**src/rtl/block_dev_seq.sv**
```systemverilog
// Multi-sector DMA sequencer: issues one block-device command per sector and
// moves every sector word-by-word between the device and a simple memory port.
module block_dev_seq #(
   parameter int WORDS_PER_SECTOR = 256,
   parameter int TIMEOUT          = 1048576
) (
   input  logic        clk,
   input  logic        reset,
   input  logic        req_valid,
   output logic        req_ready,
   input  logic        req_write,
   input  logic [23:0] req_lba,
   input  logic [7:0]  req_count,
   input  logic [21:0] req_mem_addr,
   output logic        done,
   output logic        err,
   output logic [7:0]  err_sector,
   output logic [1:0]  bd_cmd,
   output logic        bd_start,
   input  logic        bd_bsy,
   input  logic        bd_rdy,
   input  logic        bd_err,
   output logic [23:0] bd_addr,
   output logic [15:0] bd_data_in,
   input  logic [15:0] bd_data_out,
   output logic        bd_rd,
   output logic        bd_wr,
   input  logic        bd_iordy,
   output logic [21:0] mem_addr,
   output logic        mem_rd,
   output logic        mem_wr,
   output logic [15:0] mem_wdata,
   input  logic [15:0] mem_rdata,
   input  logic        mem_ack,
   output logic [3:0]  fsm_state
);

   localparam int WCW = $clog2(WORDS_PER_SECTOR);
   localparam int TW  = (TIMEOUT > 1) ? $clog2(TIMEOUT) + 1 : 1;

   typedef enum logic [3:0] {
      IDLE, CMD, WAIT_RDY, RD_DEV, WR_MEM, RD_MEM, WR_DEV, WAIT_IDLE, FINISH, FAIL
   } state_t;

   // Handshakes: a word moves on the device side in a cycle where bd_rd/bd_wr=1
   // and bd_iordy=1, and on the memory side where mem_rd/mem_wr=1 and mem_ack=1;
   // strobes, addresses and data stay constant until that cycle.
   state_t           state, state_next;
   logic             is_write;
   logic [23:0]      lba;
   logic [21:0]      addr;
   logic [8:0]       remaining;
   logic [WCW-1:0]   word_cnt;
   logic [15:0]      data;
   logic [TW-1:0]    tmo_cnt;
   logic             err_q;
   logic [7:0]       err_sec_q;
   logic             last_word, tmo_hit, active, abort;

   assign last_word = (word_cnt == WCW'(WORDS_PER_SECTOR - 1));
   assign tmo_hit   = (TIMEOUT != 0) && (tmo_cnt == TW'(TIMEOUT - 1));
   assign active    = (state != IDLE) && (state != FINISH) && (state != FAIL);
   assign abort     = active && (bd_err || tmo_hit);

   always_comb begin
      state_next = state;
      req_ready  = 1'b0;
      bd_start   = 1'b0;
      bd_cmd     = 2'b00;
      bd_rd      = 1'b0;
      bd_wr      = 1'b0;
      mem_rd     = 1'b0;
      mem_wr     = 1'b0;
      done       = 1'b0;
      unique case (state)
         IDLE: begin
            req_ready = 1'b1;
            if (req_valid) state_next = CMD;
         end
         CMD: begin
            if (!bd_bsy && !abort) begin
               bd_start   = 1'b1;
               bd_cmd     = is_write ? 2'b10 : 2'b01;
               state_next = WAIT_RDY;
            end
         end
         WAIT_RDY: if (bd_rdy) state_next = is_write ? RD_MEM : RD_DEV;
         RD_DEV: begin
            bd_rd = 1'b1;
            if (bd_iordy) state_next = WR_MEM;
         end
         WR_MEM: begin
            mem_wr = 1'b1;
            if (mem_ack) state_next = last_word ? WAIT_IDLE : RD_DEV;
         end
         RD_MEM: begin
            mem_rd = 1'b1;
            if (mem_ack) state_next = WR_DEV;
         end
         WR_DEV: begin
            bd_wr = 1'b1;
            if (bd_iordy) state_next = last_word ? WAIT_IDLE : RD_MEM;
         end
         WAIT_IDLE: if (!bd_bsy) state_next = (remaining == 9'd1) ? FINISH : CMD;
         FINISH: begin
            done       = 1'b1;
            state_next = IDLE;
         end
         FAIL: begin
            done       = 1'b1;
            state_next = IDLE;
         end
         default: state_next = IDLE;
      endcase
      if (abort) state_next = FAIL;
   end

   always_ff @(posedge clk) begin
      if (reset) begin
         state     <= IDLE;
         is_write  <= 1'b0;
         lba       <= '0;
         addr      <= '0;
         remaining <= '0;
         word_cnt  <= '0;
         data      <= '0;
         tmo_cnt   <= '0;
         err_q     <= 1'b0;
         err_sec_q <= '0;
      end else begin
         state   <= state_next;
         tmo_cnt <= (state_next != state) ? '0 : tmo_cnt + TW'(1);
         if (state_next == FAIL) err_q <= 1'b1;
         case (state)
            IDLE: begin
               if (req_valid) begin
                  is_write  <= req_write;
                  lba       <= req_lba;
                  addr      <= req_mem_addr;
                  remaining <= {req_count == 8'd0, req_count};
                  err_q     <= 1'b0;
                  err_sec_q <= '0;
               end
            end
            WAIT_RDY: word_cnt <= '0;
            RD_DEV:   if (bd_iordy) data <= bd_data_out;
            RD_MEM:   if (mem_ack) data <= mem_rdata;
            WR_MEM: begin
               if (mem_ack) begin
                  addr     <= addr + 22'd1;
                  word_cnt <= word_cnt + WCW'(1);
               end
            end
            WR_DEV: begin
               if (bd_iordy) begin
                  addr     <= addr + 22'd1;
                  word_cnt <= word_cnt + WCW'(1);
               end
            end
            // A sector only counts as complete once the device has gone idle cleanly.
            WAIT_IDLE: begin
               if (!bd_bsy && state_next != FAIL) begin
                  err_sec_q <= err_sec_q + 8'd1;
                  lba       <= lba + 24'd1;
                  remaining <= remaining - 9'd1;
               end
            end
            default: ;
         endcase
      end
   end

   assign err        = err_q;
   assign err_sector = err_sec_q;
   assign bd_addr    = lba;
   assign mem_addr   = addr;
   assign bd_data_in = data;
   assign mem_wdata  = data;
   assign fsm_state  = state;

endmodule

```
**config.mk**
```make
export PLATFORM = sky130hd
export DESIGN_NAME = block_dev_seq
export DESIGN_NICKNAME = d
export VERILOG_FILES = /design/src/rtl/block_dev_seq.sv
export SDC_FILE = /design/constraint.sdc
export NUM_CORES = 1
export LEC_CHECK = 0
export ABC_AREA = 1
export CAP_MARGIN = 25
export CORE_ASPECT_RATIO = 0.8
export CORE_MARGIN = 3
export CORE_UTILIZATION = 48
export DETAILED_ROUTE_END_ITERATION = 6
export GPL_TIMING_DRIVEN = 0
export PLACE_DENSITY = 0.81
export SYNTH_ARGS = -nofsm -noshare
export SYNTH_HDL_FRONTEND = slang
export SYNTH_SLANG_ARGS = --single-unit
```
**constraint.sdc**
```tcl
create_clock -name clk -period 2.3 [get_ports clk]
set_input_delay 0.46 -clock clk [delete_from_list [all_inputs] [get_ports clk]]
set_output_delay 0.46 -clock clk [all_outputs]
set_load 0.005 [all_outputs]
```
# After elaboration in Yosys (flattened, before gate mapping)
# Index checks and enable logic that the tools add are counted.
# totals
in_bits	95
wordCells	108
output_inout_bits	100
regBits	114
# classes
n_reduce_logical	22
n_addsub	6
eq_ne	23
muxes	47
# op_table
op	count
$mux 22	3
$pmux 22 s3	1
$mux 24	2
$pmux 24 s2	1
$mux 4	10
$mux 16	2
$mux 8	4
$pmux 16 s2	1
$pmux 4 s8	1
$add 24x1->24 const B	1
$pmux 8 s3	1
$add 22x1->22 const B	1
$add 21x1->21 const B	1
$eq 21x20->1 const B	1
$mux 9	2
$pmux 9 s2	1
$add 8x1->8 const B	2
$eq 4x3->1 const B	4
$pmux 8 s2	1
$eq 4x4->1 const B	3
$ne 2x2->1 const B	6
$ne 4x4->1 const B	3
$mux 1	11
$eq 9x1->1 const B	1
19 further kinds	34

# Logic depth before layout (Yosys ltp)
# Gate-level depths: netlist of the first run.
# depth
depth_word	13
mapped_depth	15

# Least setup slack after synthesis of the first run
# OpenSTA, ideal clock, no wires.
# synth_timing
path_type	reg2reg
startpoint	register tmo_cnt[0]
endpoint	register tmo_cnt[13]
period_less_slack_ns	1.884
arrival_time_ns	1.760
slack_ns	0.416
stages_incl_launch_ff	15
required_ns	2.175
cell_sequence	dfxtp_1 ha_1 nand3_2 nor2_4 nand3_2 nand2_1 nand2_2 buf_6 nand3_2 nand2_1 nand2_1 nand2_1 nand3_2 buf_6 nor3_2
# synth_between
elab_chain_len	10
word_cells_on_any_way	11
cone_classes	1 x add/sub; 2 x eq/ne; 3 x mux; 5 x reduce/logical
# synth_rtl
element	line_no	text
from (decl)	55	logic [TW-1:0] tmo_cnt;
from (signal assigned)	132	tmo_cnt <= (state_next != state) ? '0 : tmo_cnt + TW'(1);
$eq 21x20->1	61	assign tmo_hit = (TIMEOUT != 0) && (tmo_cnt == TW'(TIMEOUT - 1));
$logic_or 1x1->1	63	assign abort = active && (bd_err || tmo_hit);
$logic_and 1x1->1	63	
$logic_not 1->1	81	if (!bd_bsy && !abort) begin
$logic_and 1x1->1	81	
$mux 4	81	
$pmux 4 s8	75	unique case (state)
$mux 4	115	if (abort) state_next = FAIL;
$ne 4x4->1	132	
$reduce_or 2->1 (no line)	n/a	
# Parallel ways exist; a longest one is shown, timed or not.
# A chain may end at the register's enable or synchronous reset.

# Worst setup path after layout of the first run
# layout_timing
startpoint	register state[3] (netlist: fsm_state[3])
endpoint	output port mem_wr
# layout_between
elab_chain_len	2
# layout_rtl
element	line_no	text
from (decl)	48	state_t state, state_next;
from (signal assigned)	131	state <= state_next;
$eq 4x3->1	75	
$mux 1	75	
to (decl)	31	output logic mem_wr,
# Every way passes these cells.

==> impl_summary.log, run 1 <==
INFO  metric layout-drive-gt1-share = between 10 and 15%
INFO  metric synthesis.instances = a little under 1000
INFO  metric synth_top_family_by_area = simple AND/OR/NAND/NOR gates
INFO  metric seqCellArea = 2320 sq um
INFO  metric timing.slew.headroom = about 58%
INFO  metric fp.dieW = 138 microns
INFO  metric clock_skew = ~0.012 ns
INFO  metric num_antenna_cells = 0
INFO  metric hold_end = bd_addr[8]
INFO  metric pin_count = approximately 200
INFO  metric gpl.final_weighted_congestion = between 0.9 and 1
INFO  metric dieArea = about 15000 sq um
INFO  metric clock_path_buffers = 2
INFO  metric synth.yosys.seq_area_share = 34.3%
INFO  metric net_count_after_synthesis = between 1000 and 1500
INFO  metric clock_tree_from_tritoncts = yes
INFO  metric report.final.hold_viol_count = 0
INFO  metric nFillCells = about 1100
INFO  metric max-cap-violations = 0
INFO  metric regToRegSetupSlack = approximately 0.10 ns
INFO  metric power_density_over_cell_area = ~730 nW/um^2
INFO  metric seq_power_share = a little over a third
INFO  metric drv_slew = 0
INFO  metric worst_skew_pair.late_latency = approximately 0.41 ns
INFO  metric synth.area.top_cells = dfxtp_1, nand2_1, o21ai_0, inv_1, a21oi_1
INFO  metric worst-setup-path-type = register to primary output
INFO  metric rr_worst_depth = 13
INFO  metric detailedRoute.firstIterationViolations = between 600 and 700
INFO  metric routed_wire_length_per_instance = 16.8 microns
INFO  metric synth_enable_flop_cells = 0
INFO  metric detail_route.first_pass.iterations = 6
INFO  metric largest_net_degree_at_the_start_of_global_routing = 19
INFO  metric timing.final.setup_violations = 0
INFO  metric status = finished, final reports clean
INFO  metric dp.cells = 1331
INFO  metric vias_per_cell = 5.52
INFO  metric core = between 10000 and 15000 sq um
INFO  metric std_cell_rows = 37
INFO  metric initial_utilization = between 50% and 60%
INFO  metric worstPathArrival = approximately 1.8 ns
INFO  metric critical_path.endpoint_type = primary output
INFO  metric layout.cells.non_filler = roughly 1400
INFO  metric setup.worst_path.start_class = register
INFO  metric final_min_period_over_clock_period = a little over nine tenths
INFO  metric yosysUniqueCellTypes = 47
INFO  metric max-vdd-ir-drop = slightly above 0.6 mV
INFO  metric synth.ff_latch_count = between 100 and 150
INFO  metric pwr-share-clk = between 30% and 40%
INFO  metric hold_path_startpoint = reset
INFO  metric worst_slew_pin_slew = around 0.63 ns
INFO  metric yosys_most_used_dff = dfxtp_1
INFO  metric totalWireLength = 23.0 mm
INFO  metric synth_simple_gate_area_share = a little under a third
INFO  metric post-synth-top-area-fraction = roughly a third
INFO  metric post_layout_min_period = around 2.2 ns
INFO  metric synth_area_leader_cell = dfxtp_1
INFO  metric grt.overflow.total = 0
INFO  metric post_synth_fa_ha_maj_area_fraction = 1.32%
INFO  metric syn_avg_cell_area = 6.91 sq um
INFO  metric clock_pin_transition_on_the_worst_setup_and_hold_timing_paths = around 0.05 ns
INFO  metric worst_r2r_endpoint = tmo_cnt[8]
INFO  metric netSwitchingPower = ~2200 uW
INFO  metric post-route-drc-count = 0
INFO  metric synth-async-reset-ratio = 0%
INFO  metric timing.critical_path.fanout_max = 6
INFO  metric routed-via-count = between 7000 and 8000
INFO  metric swShare = around 31%
INFO  metric final_net_count = ~1300
INFO  metric fin_tns_setup = 0 ns
INFO  metric via_count_of_the_first_global_routing_pass = around 7300
INFO  metric min_path_type = input port to register
INFO  metric port_buffers = 193
INFO  metric synth.cell_area = 6650 sq um
INFO  metric comb_power_share = 25.8%
INFO  metric synth_compound_area_share = roughly 18%
INFO  metric route.antenna.remaining_nets = 0
INFO  metric num_clock_sinks = approximately 110
INFO  metric die_height = 111 microns
INFO  metric area_taken_by_multi_input_logic_gates = around 3800 sq um
INFO  metric cellInternalPower = between 4000 and 5000 uW
INFO  metric worstPathRequired = approximately 1.8 ns
INFO  metric num_cts_buffers = 17
INFO  metric leakage = 0.00380 uW
INFO  metric worst_hold_path.num_cells = 2
INFO  metric synth_xor_xnor_area_share = 5.53%
INFO  metric dpl.hpwl = ~17 mm
INFO  metric yosysWarningCount = 0
INFO  metric grt_pass1_wl = between 30 and 40 mm
INFO  metric track_usage = between 20% and 30%
INFO  metric regToRegStartpoint = fsm_state[3]
INFO  metric post_synth_mux_area_share = 0%
INFO  metric clock_tree.htree_level_count = 4
INFO  metric clock-root-buffer = clkbuf_16
INFO  metric areaGrowthSynthToFinish = 45.2%
INFO  metric cts-hold-fix-buffers = 0
INFO  metric achievable-frequency = roughly 450 MHz
INFO  metric grt_antenna_before_repair = 1
==> worst max path at each step <==
stage	start	endpoint	slack, ns	cells past startpoint
4_1_cts	tmo_cnt[1]	bd_start	-0.005	10
6_report	fsm_state[3]	mem_wr	0.05	5
5_1_grt	bd_addr[0]	bd_addr[16]	-0.09	8
3_5_place_dp	fsm_state[3]	bd_cmd[1]	-0.24	9
3_3_place_gp	fsm_state[3]	bd_cmd[0]	-0.24	9
2_1_floorplan	tmo_cnt[0]	tmo_cnt[13]	0.42	14
==> flip-flops by register name, indices dropped and copies added (netlist names) <==
signal / cells
fsm_state: 4
is_write: 1
word_cnt: 8
bd_addr: 24
bd_data_in: 16
tmo_cnt: 21
remaining: 9
mem_addr: 22
err: 1
err_sector: 8
==> worst max-delay path, cell delays in order, from the launching register on <==
cell and delay [ns]:
dfxtp_4 0.37, inv_4 0.08, buf_4 0.12, nand2_4 0.09, nor2_4 0.17, clkdlybuf4s50_1 0.55
==> repair_timing <==
item,CTS,global route
pin swaps,9,7
gates resized for setup,48,18
setup buffers,10,3
setup endpoints to repair,9,32
gates cloned,0,1
==> cells by family after synthesis <==
| kind of cell | Yosys count |
|---|---|
| compound gates | 210 |
| xor+xnor | 42 |
| fa+ha+maj | 7 |
| buf+inv | 144 |
| flops | 114 |
| simple gates | 446 |
==> per-stage QoR <==
step | power (uW) | setup slack [ns] | util, % | instance area [sq um] | hold WS [ns]
global placement | 4150 | -0.239 | 66.7 | 8800 | 0.454
detailed placement | 4180 | -0.245 | 66.7 | 8800 | 0.457
global route | 7360 | -0.0872 | 73.2 | 9660 | 0.466
CTS | 7020 | -0.00489 | 72.9 | 9620 | 0.417
floorplan | 3340 | 0.416 | - | 6650 | 0.431
finish | 7070 | 0.0536 | 73.2 | 9660 | 0.423
==> routing by layer <==
layer / up-vias / part of all wire, % / wire [microns] / GRT usage (%)
li1: 3664 / - / - / -
met1: 3489 / 42 / 9620 / 39.6
met2: 402 / 46 / 10700 / 47.4
met3: 28 / 10 / 2400 / 8.71
met4: 2 / 1.4 / 322 / 7.25
met5: - / 0.056 / 13 / 0
==> power groups by stage <==
stage	Combinational, uW	Sequential, uW	Clock [uW]
2_1_floorplan	905	2430	0
3_3_place_gp	1670	2480	0
3_5_place_dp	1700	2480	0
4_1_cts	1780	2460	2790
5_1_grt	1990	2500	2860
6_report	1830	2470	2770
==> cell type report <==
| cell class | count | area share, % |
|---|---|---|
| sequential | 114 | 24.0 |
| timing repair buffer | 207 | 21.0 |
| buffer | 58 | 3.45 |
| clock inverter | 12 | 1.62 |
| tap | 175 | 2.27 |
| inverter | 84 | 3.32 |
| clock buffer | 20 | 4.83 |
| multi-input combinational | 705 | 39.6 |
==> placed cells by master (no fill, tap or decap), types with 7 or more instances in the layout <==
master / netlist / final
nor2_2: 6 / 7
a31oi_1: 38 / 38
nand3_1: 56 / 56
clkdlybuf4s50_1: 0 / 188
dfxtp_1: 114 / 97
xor2_1: 22 / 22
or2_2: 10 / 10
nor2_1: 67 / 61
nor3_2: 21 / 23
xnor2_1: 20 / 20
o21ai_0: 85 / 85
a21oi_1: 56 / 56
inv_1: 78 / 76
nor3_1: 16 / 13
buf_4: 18 / 30
clkbuf_16: 0 / 17
nor2_4: 2 / 7
nand4_1: 14 / 14
dfxtp_2: 0 / 12
o211ai_1: 11 / 11
nand2_1: 231 / 229
clkbuf_1: 26 / 25
buf_2: 10 / 9
==> cell usage after synthesis (5+ instances only) <==
cell type	count
a21oi_1	56
a31oi_1	38
buf_2	10
buf_4	18
clkbuf_1	26
dfxtp_1	114
ha_1	7
inv_1	78
nand2_1	231
nand2_2	5
nand3_1	56
nand4_1	14
nor2_1	67
nor2_2	6
nor3_1	16
nor3_2	21
o211ai_1	11
o21ai_0	85
or2_2	10
xnor2_1	20
xor2_1	22
Power figures use the tool's default switching activity.
==> run 2: changes to the inputs <==
clock period = 2.15 ns   (was 2.3 ns; I/O delays follow)
==> run 2 against run 1 <==
The run now ends with setup timing left. Via count grew 0.98%. Hold slack worse by 0.031 ns. Power grew 9.6%. First-iteration DRC count grew 8.6%. Global-route usage grew 0.16 points. Final cell count increased by 0.73%.
==> impl_summary.log, run 2 (same netlist as run 1, synthesis figures left out) <==
INFO  metric timing.slew.headroom = 58.2% (+0.22 points)
INFO  metric pin_count = 195 (unchanged)
INFO  metric detailedRoute.firstIterationViolations = 717 (+8.6%)
INFO  metric clock_pin_transition_on_the_worst_setup_and_hold_timing_paths = 0.06 ns (about the same)
INFO  metric clock_skew = 0.0109 ns (-0.00102 ns)
INFO  metric max-vdd-ir-drop = 0.670 mV (+9.5%)
INFO  metric post_layout_min_period = about 2.3 ns
INFO  metric track_usage = 29.9% (+0.16 points)
INFO  metric num_cts_buffers = 17 (unchanged)
INFO  metric fin_tns_setup = -0.325 ns (-0.325 ns)
INFO  metric cp_top_family = simple AND/OR/NAND/NOR gates
INFO  metric setup.worst_path.start_class = register
INFO  metric timing.critical_path.buf_inv = 5 (+2)
INFO  metric power_density_over_cell_area = 783 nW/um^2 (+7.0%)
INFO  metric grt.overflow.total = 0 (unchanged)
INFO  metric max-cap-violations = 0 (unchanged)
INFO  metric dieArea = 15300 sq um (unchanged)
INFO  metric cts-hold-fix-buffers = 0 (unchanged)
INFO  metric grt_antenna_before_repair = 0 (-1)
INFO  metric timing.critical_path.fanout_max = 5 (-1)
INFO  metric nFillCells = 1043 (-4.1%)
INFO  metric route.antenna.remaining_nets = 0 (unchanged)
INFO  metric gpl.final_weighted_congestion = 0.990 (unchanged)
INFO  metric status = finished, violations left
INFO  metric clock_tree_from_tritoncts = yes
INFO  metric grt_pass1_wl = 36.8 mm (+0.57%)
INFO  metric final_min_period_over_clock_period = 107%
INFO  metric std_cell_rows = 37 (unchanged)
INFO  metric cp_cell_sequence = inv_2 -> nand2_2 -> nor2_4 -> or2_1 -> inv_1 -> nand2_2 -> buf_6 -> nand3_4 -> buf_6 -> nor2_4 -> buf_2
INFO  metric dpl.hpwl = 16.6 mm (unchanged)
INFO  metric port_buffers = 193 (unchanged)
INFO  metric num_antenna_cells = 0 (unchanged)
INFO  metric clock_tree.htree_level_count = 4 (unchanged)
INFO  metric initial_utilization = 50.4% (unchanged)
INFO  metric num_clock_sinks = 114 (unchanged)
INFO  metric vias_per_cell = 5.53 (+0.25%)
INFO  metric min_path_type = input port to register
INFO  metric final_common_cell = nand2_1
INFO  metric hold_path_startpoint = reset
INFO  metric core = 13200 sq um (unchanged)
INFO  metric regToRegStartpoint = fsm_state[3]
INFO  metric hold_end = bd_addr[8]
INFO  metric achievable-frequency = about 430 MHz
INFO  metric drv_slew = 0 (unchanged)
INFO  metric worst_hold_path.num_cells = 2 (unchanged)
INFO  metric areaGrowthSynthToFinish = 48.7%
INFO  metric clock_path_buffers = 2 (unchanged)
INFO  metric leakage = 0.00390 uW (+2.8%)
INFO  metric regToRegSetupSlack = 0.01 ns (-0.09 ns)
INFO  metric worst-setup-path-type = register to primary output
INFO  metric fp.dieW = 138 microns (unchanged)
INFO  metric layout-drive-gt1-share = 15.9% (+1.7 points)
INFO  metric worstPathRequired = 1.72 ns (-0.12 ns)
INFO  metric fin_hold_ws = 0.391 ns (-0.0312 ns)
INFO  metric final_core_utilization = 75.0% (+1.8 points)
INFO  metric largest_net_degree_at_the_start_of_global_routing = 19 (unchanged)
INFO  metric largest_register_ff_count = 24 (unchanged)
INFO  metric area_taken_by_multi_input_logic_gates = 3910 sq um (+2.2%)
INFO  metric worst_slew_pin_slew = 0.627 ns (-0.00325 ns)
INFO  metric clock-root-buffer = clkbuf_16
INFO  metric seqCellArea = 2320 sq um (+0.11%)
INFO  metric post-route-drc-count = 0 (unchanged)
INFO  metric report.final.hold_viol_count = 0 (unchanged)
INFO  metric rr_worst_depth = 16 (+3)
INFO  metric critical_path.slowest_cell = dfxtp_4
INFO  metric routed_wire_length_per_instance = 16.9 microns (+0.73%)
INFO  metric layout.cells.most_common_list = nand2_1, clkdlybuf4s50_1, dfxtp_1, o21ai_0, inv_1
INFO  metric crit_path_max_incr_delay = 0.42 ns (-0.13 ns)
INFO  metric worst_r2r_endpoint = tmo_cnt[8]
INFO  metric critical_path.endpoint_type = primary output
INFO  metric detail_route.first_pass.iterations = 5 (-1)
INFO  metric via_count_of_the_first_global_routing_pass = 7354 (+0.82%)
INFO  metric totalWireLength = 23.4 mm (+1.5%)
INFO  metric worst_skew_pair.late_latency = 0.41 ns (about the same)
INFO  metric worstPathArrival = 1.87 ns (+0.08 ns)
INFO  metric grt_setup_unrepaired = true
INFO  metric die_height = 111 microns (unchanged)
INFO  metric final_net_count = 1299 (+0.78%)
INFO  metric timing.final.setup_violations = 3 (+3)
INFO  metric failed_checks = setup timing
INFO  metric routed-via-count = 7659 (+0.98%)
INFO  metric post-route-worst-setup-slack = -0.152 ns (-0.206 ns)
[run 2: layout make-up]
cell class	count	share of cell area, %
Multi-Input combinational cell	705	39.5
Sequential cell	114	23.4
Timing Repair Buffer	216	21.4
Clock buffer	20	4.72
Buffer	59	3.85
Inverter	84	3.29
Tap cell	175	2.21
Clock inverter	12	1.58
[run 2: per-layer routing]
layer / track usage (%) / part of all wire [%] / up-vias
li1: - / - / 3685
met5: 0 / 0 / -
met4: 7.51 / 1.8 / 0
met3: 9.07 / 10 / 46
met1: 39.4 / 41 / 3525
met2: 47.8 / 47 / 403
[run 2: timing repair]
item	4_1_cts	5_1_grt
hold endpoints to repair	0	0
pin swaps	10	16
gates cloned	0	2
endpoints found under the setup margin	38	67
setup buffers	13	9
resized for setup	55	54
[run 2: how the worst max path moves through the flow]
stage | cells after the start | to | start | slack, ns
2_1_floorplan | 14 | tmo_cnt[13] | tmo_cnt[0] | 0.27
3_5_place_dp | 9 | bd_cmd[1] | fsm_state[3] | -0.36
6_report | 11 | bd_cmd[0] | fsm_state[2] | -0.15
3_3_place_gp | 9 | bd_cmd[0] | fsm_state[3] | -0.36
4_1_cts | 10 | bd_cmd[1] | tmo_cnt[0] | -0.12
5_1_grt | 11 | bd_cmd[0] | fsm_state[2] | -0.22
[run 2: through the flow]
stage                     worst slack (ns)  total power [uW]  area (sq um)  instances
after floorplan                      0.266              3570          6650        963
after CTS                           -0.121              7520          9630       1375
after detailed placement            -0.365              4470          8800       1331
after global routing                -0.223              8050          9890       1385
final                               -0.152              7740          9890       1385
after global placement              -0.359              4440          8800       1331
[run 2: power breakdown]
part | total (uW) | internal [uW] | switching [uW] | leakage (uW)
clock network | 2960 | 1920 | 1050 | 0.000294
logic | 2130 | 1040 | 1090 | 0.00267
registers | 2650 | 2340 | 308 | 0.000942
total | 7740 | 5300 | 2450 | 0.00390
